File: config.mk
export PLATFORM = sky130hd
export DESIGN_NAME = i2s_codec_if
export DESIGN_NICKNAME = d
export VERILOG_FILES = /design/src/rtl/i2s_codec_if.sv
export SDC_FILE = /design/constraint.sdc
export NUM_CORES = 1
export LEC_CHECK = 0
export ABC_AREA = 1
export CAP_MARGIN = 20
export CORE_MARGIN = 1.5
export CORE_UTILIZATION = 50
export DETAILED_ROUTE_END_ITERATION = 10
export GPL_TIMING_DRIVEN = 0
export PLACE_DENSITY = 0.76
export SKIP_LAST_GASP = 1
export SLEW_MARGIN = 20
export SYNTH_ARGS = -nofsm -noshare
export SYNTH_HDL_FRONTEND = slang
export SYNTH_SLANG_ARGS = --single-unit
File: constraint.sdc
create_clock -name clk -period 1.68 [get_ports clk]
set_clock_uncertainty 0.15 [all_clocks]
set_input_delay 0.336 -clock clk [delete_from_list [all_inputs] [get_ports clk]]
set_output_delay 0.336 -clock clk [all_outputs]
set_load 0.02 [all_outputs]
File: src/rtl/i2s_codec_if.sv
// I2S master: generates bclk/lrck, shifts the DAC word out on sdout (duplicated to both
// channels) and deserialises the left-channel ADC word from sdin.
module i2s_codec_if #(
    parameter int CLK_DIV   = 4,
    parameter int WORD_BITS = 32
) (
    input  logic                 clk,
    input  logic                 reset,
    input  logic [WORD_BITS-1:0] dac_data,
    output logic [WORD_BITS-1:0] adc_data,
    output logic                 adc_valid,
    output logic                 bclk,
    output logic                 lrck,
    output logic                 sdout,
    input  logic                 sdin
);

    localparam int HCW = $clog2(CLK_DIV);
    localparam int SLW = $clog2(2 * WORD_BITS);
    localparam logic [HCW-1:0] HC_TC     = HCW'(CLK_DIV - 1);
    localparam logic [SLW-1:0] SLOT_LAST = SLW'(2 * WORD_BITS - 1);
    localparam logic [SLW-1:0] SLOT_LMSB = SLW'(WORD_BITS - 1);
    localparam logic [SLW-1:0] SLOT_RGT  = SLW'(WORD_BITS);
    localparam logic [SLW-1:0] SLOT_RLSB = SLW'(2 * WORD_BITS - 2);

    logic [HCW-1:0]       hc;
    logic [SLW-1:0]       slot;
    logic [SLW-1:0]       slot_nxt;
    logic [WORD_BITS-1:0] tx_shift;
    logic [WORD_BITS-1:0] hold;
    logic [WORD_BITS-1:0] rx_shift;
    logic [WORD_BITS-1:0] rx_word;
    logic [1:0]           sync;
    logic                 sdin_s;
    logic                 hc_tc;
    logic                 rise;
    logic                 fall;
    logic                 lrck_nxt;

    assign hc_tc    = (hc == HC_TC);
    assign rise     = hc_tc && !bclk;
    assign fall     = hc_tc && bclk;
    assign slot_nxt = slot + 1'b1;
    assign sdin_s   = sync[1];
    assign rx_word  = {rx_shift[WORD_BITS-2:0], sdin_s};
    // lrck leads the data by one bit: high from the last left slot to the second-last right slot
    assign lrck_nxt = (slot_nxt >= SLOT_LMSB) && (slot_nxt <= SLOT_RLSB);

    always_ff @(posedge clk) begin
        if (reset) begin
            hc        <= '0;
            bclk      <= 1'b0;
            slot      <= SLOT_LAST;
            lrck      <= 1'b0;
            sdout     <= 1'b0;
            tx_shift  <= '0;
            hold      <= '0;
            rx_shift  <= '0;
            sync      <= '0;
            adc_data  <= '0;
            adc_valid <= 1'b0;
        end else begin
            adc_valid <= 1'b0;
            sync      <= {sync[0], sdin};

            if (hc_tc) begin
                hc   <= '0;
                bclk <= ~bclk;
            end else begin
                hc <= hc + 1'b1;
            end

            if (rise) begin
                rx_shift <= rx_word;
                if (slot == SLOT_LMSB) begin
                    adc_data  <= rx_word;
                    adc_valid <= 1'b1;
                end
            end

            if (fall) begin
                slot <= slot_nxt;
                lrck <= lrck_nxt;
                if (slot_nxt == '0) begin
                    hold     <= dac_data;
                    tx_shift <= dac_data;
                    sdout    <= dac_data[WORD_BITS-1];
                end else if (slot_nxt == SLOT_RGT) begin
                    // right slot replays the held left word
                    tx_shift <= hold;
                    sdout    <= hold[WORD_BITS-1];
                end else begin
                    tx_shift <= tx_shift << 1;
                    sdout    <= tx_shift[WORD_BITS-2];
                end
            end
        end
    end

endmodule

==> summary.txt <==
Global route
  – Number of global-route vias before repair: 5704
  – Maximum number of pins on one net before global-route repair: 17
  – Global-route wire length before repair: 27600 um
  – Global Route Usage Sum: 27.7%
  – Total overflow reported by the global router: 0
  – Number of antenna violations at the first check in global routing: 0

Critical path
  – Classification of the worst setup path: flip-flop to flip-flop
  – Cell repeated most along the worst path: buf_6
  – Delay of the slowest cell on the worst path: 0.37 ns
  – Endpoint arrival time on the critical path: 2.33 ns
  – Crit path launch type: flip-flop
  – Cell-by-cell listing of the critical path: buf_6, nand4_1, nand2_4, inv_4, nor2_8, buf_6, nand2_8, buf_6, nand2_1, nand3_1, a21oi_1
  – Worst path top cell family by delay: simple AND/OR/NAND/NOR gates
  – Critical Path Slowest Stage Cell: dfxtp_4
  – Worst-path maximum fanout: 8
  – Data required, critical path: 1.89 ns
  – Critical path buffers and inverters: 4
  – Crit. End Element: flip-flop

Timing
  – Maximum frequency from static timing analysis: 471 MHz
  – Remaining max-slew budget at the tightest pin: 43.6%
  – Sum Neg Setup Slack: -25.26 ns
  – Final Max Tran Viols: 0
  – Post-route minimum period: 2.13 ns
  – Final setup violation count: 101
  – Final worst slack: -0.445 ns
  – Transition time at the pin with the least slew margin: 0.845 ns
  – Unrepaired setup endpoints after global routing: true
  – Number of hold-slack violations in the final timing report: 0
  – Tcrit/Tclk final: 127%

Drt
  – Vias per cell: 5.83
  – Overall routed net length: 21400 um
  – Final routed wire length divided by cell count: 19.5 um
  – Vias: 6415
  – Number of iterations in the first detailed-routing pass: 10
  – Final ANT Viol Nets: 0
  – Detailed router's first-iteration violation count: 773
  – Post-route DRC violation count: 5

Final layout
  – Post-route non-filler standard cell count: 1100
  – Net count reported at finish: 983
  – Antenna cell count: 0
  – Ratio of cells with drive above 1 in the final layout: 32.8%
  – Growth of design area from synthesis to finish: 50.7%
  – Final-layout fill cell count: 639
  – Post-layout instance area: 8990 um^2

Placed design
  – Placed insts: 1020
  – HPWL Detailed: 9140 um
  – Routability congestion estimate: 0.830
  – Post-Place Cell Area: 6870 um^2
  – Port-buffer cells: 69
  – Place WS: -0.527 ns

Outcome
  – Violated checks: design-rule violations, negative setup slack
  – Result of the run: complete, but fails checks

Job
  – Max Cap Viol: 0

Floorplan
  – Count of boundary I/O pins: 71
  – Floorplan die width: 112 um
  – Core outline area: 11500 um^2
  – Total Die Area: 12600 um^2
  – Effective utilization at floorplan: 51.8%
  – Height of the chip: 112 um
  – Std-Cell Rows: 39

CTS
  – Worst-case clock buffer depth: 2
  – Clock-pin slew of the registers on the worst-case setup and hold paths: 0.06 ns
  – Total number of clock tree sinks: 140
  – Number of CTS-inserted buffers: 17
  – H-tree lvl count: 4
  – Clk root buf: clkbuf_16
  – Insertion delay of the later-clocked pin in the worst-skew pair: 0.44 ns
  – Clock tree from TritonCTS: yes
  – Number of buffers inserted for hold repair after clock tree synthesis: 0

Logic synthesis
  – Number of enable-type register cells in the synthesized netlist: 0
  – Most frequently used flop master after synthesis: dfxtp_1
  – Simple-gate share of the synthesized area: 24.6%
  – Share of the synthesized netlist area taken by xor and xnor gates: 0.147%
  – Fraction of the mapped netlist area in adder cells: 0.839%
  – Post-Synthesis Net Count: 847
  – Post-synth top area cell: dfxtp_1
  – Yosys warning count: 0
  – Post-synthesis instance total: 808
  – Post-Synthesis Cell Area: 5960 um^2
  – Combinational family with the most area after synthesis: simple AND/OR/NAND/NOR gates
  – Register area share after synthesis: 47.0%
  – Mean cell area of the mapped netlist: 7.38 um^2
  – Compound-cell area share of the yosys netlist: 13.9%
  – Most area-consuming cells after synthesis: dfxtp_1 (47%), nand2_1 (11%), inv_1 (8.7%), a21oi_1 (8.0%), nand3_1 (5.5%)
  – Number of distinct library cell variants in the gate-level netlist after synthesis: 30
  – Top cells by instance count after synthesis: nand2_1 (175), dfxtp_1 (140), inv_1 (138), a21oi_1 (95), nand3_1 (66)
  – Most common cell in the synthesized netlist: nand2_1
  – Async set-reset flop share out of synthesis: 0%
  – Fraction of post-synthesis cell area in the top cell type by area: 47.0%
  – Post-synthesis mux area share: 0%
  – FF+latch count, synth: 140

Power and ir drop
  – PwrDens: 1140 nW/um^2
  – Largest vdd supply drop: 0.957 mV
  – Leakage power: 3.60 nW

Min path
  – Class of the tightest hold or removal check: flip-flop to flip-flop
[where the power goes]
part,internal (mW),switching (mW)
Clock,2.39,1.53
Sequential,3.40,0.0548
Combinational,1.23,1.66
Total,7.02,3.25
[cell families after synthesis]
group           after synthesis
flops                       140
fa+ha+maj                     4
buf+inv                     195
compound gates              164
xor+xnor                      1
simple gates                304
[tightest hold or removal path: stages (launching register included)]
cell	delay [ns]
dfxtp_1	0.29
inv_1	0.04
nor2_1	0.03
[worst paths after layout]
kind	end	start	cells past startpoint	slack (ns)
max	tx_shift[15]	slot[0]	11	-0.45
min	sync[1]	sync[0]	2	0.25
max reg2reg	tx_shift[15]	slot[0]	11	-0.45
min reg2reg	sync[1]	sync[0]	2	0.25
[layout by cell type, fill, tap and decap left out, types with 3 or more instances in the layout]
cell type,n
a21oi_1,50
a21oi_2,45
buf_12,8
buf_4,25
buf_6,30
buf_8,5
bufinv_16,3
clkbuf_1,18
clkbuf_16,18
clkbuf_2,9
clkdlybuf4s50_1,33
clkinv_2,3
clkinv_4,4
dfxtp_1,133
dfxtp_2,5
dlygate4sd2_1,35
inv_1,133
inv_2,7
inv_6,5
nand2_1,108
nand2_2,30
nand2_4,41
nand3_1,45
nand3_2,21
nand4_1,22
nand4_2,3
nand4_4,7
nor2_1,11
nor2_4,6
o21ai_0,30
o21ai_1,15
o21ai_2,19
[registers in the layout, indices dropped and copies added, names as in the netlist]
signal     flops
adc_data      32
adc_valid      1
bclk           1
hc             2
hold          32
lrck           1
rx_shift      31
sdout          1
slot           6
sync           2
tx_shift      31
[per-stage QoR]
step / power [mW] / hold slack, ns / utilization, %
floorplan: 4.63 / 0.238 / -
global placement: 4.99 / 0.252 / 59.7
detailed placement: 5.00 / 0.242 / 59.7
CTS: 9.79 / 0.250 / 72.3
global route: 10.5 / 0.261 / 78.1
finish: 10.3 / 0.250 / 78.1
[routing by layer]
metal	share of wire, %	vias to the layer above	track usage, %
met3	8.0	149	6.21
li1	-	2858	-
met1	37	2984	34.8
met4	7.2	0	12.8
met2	48	424	45.8
met5	0	-	0
[cell type report]
class | instances | area [um^2] | area share (%)
multi-input combinational | 473 | 3220 | 35.9
sequential | 140 | 2820 | 31.3
timing repair buffer | 119 | 1240 | 13.8
inverter | 145 | 562 | 6.25
clock buffer | 20 | 447 | 4.97
buffer | 48 | 362 | 4.02
tap | 143 | 179 | 1.99
clock inverter | 12 | 158 | 1.75
[timing repair]
item / in CTS / in global routing
endpoints found under the setup margin: 140 / 131
setup buffers: 24 / 17
cloned: 10 / 4
pin swaps: 45 / 42
gates resized for setup: 204 / 188
endpoints found under the hold margin: 0 / 0
No activity file was read; power rests on OpenSTA's default activity.
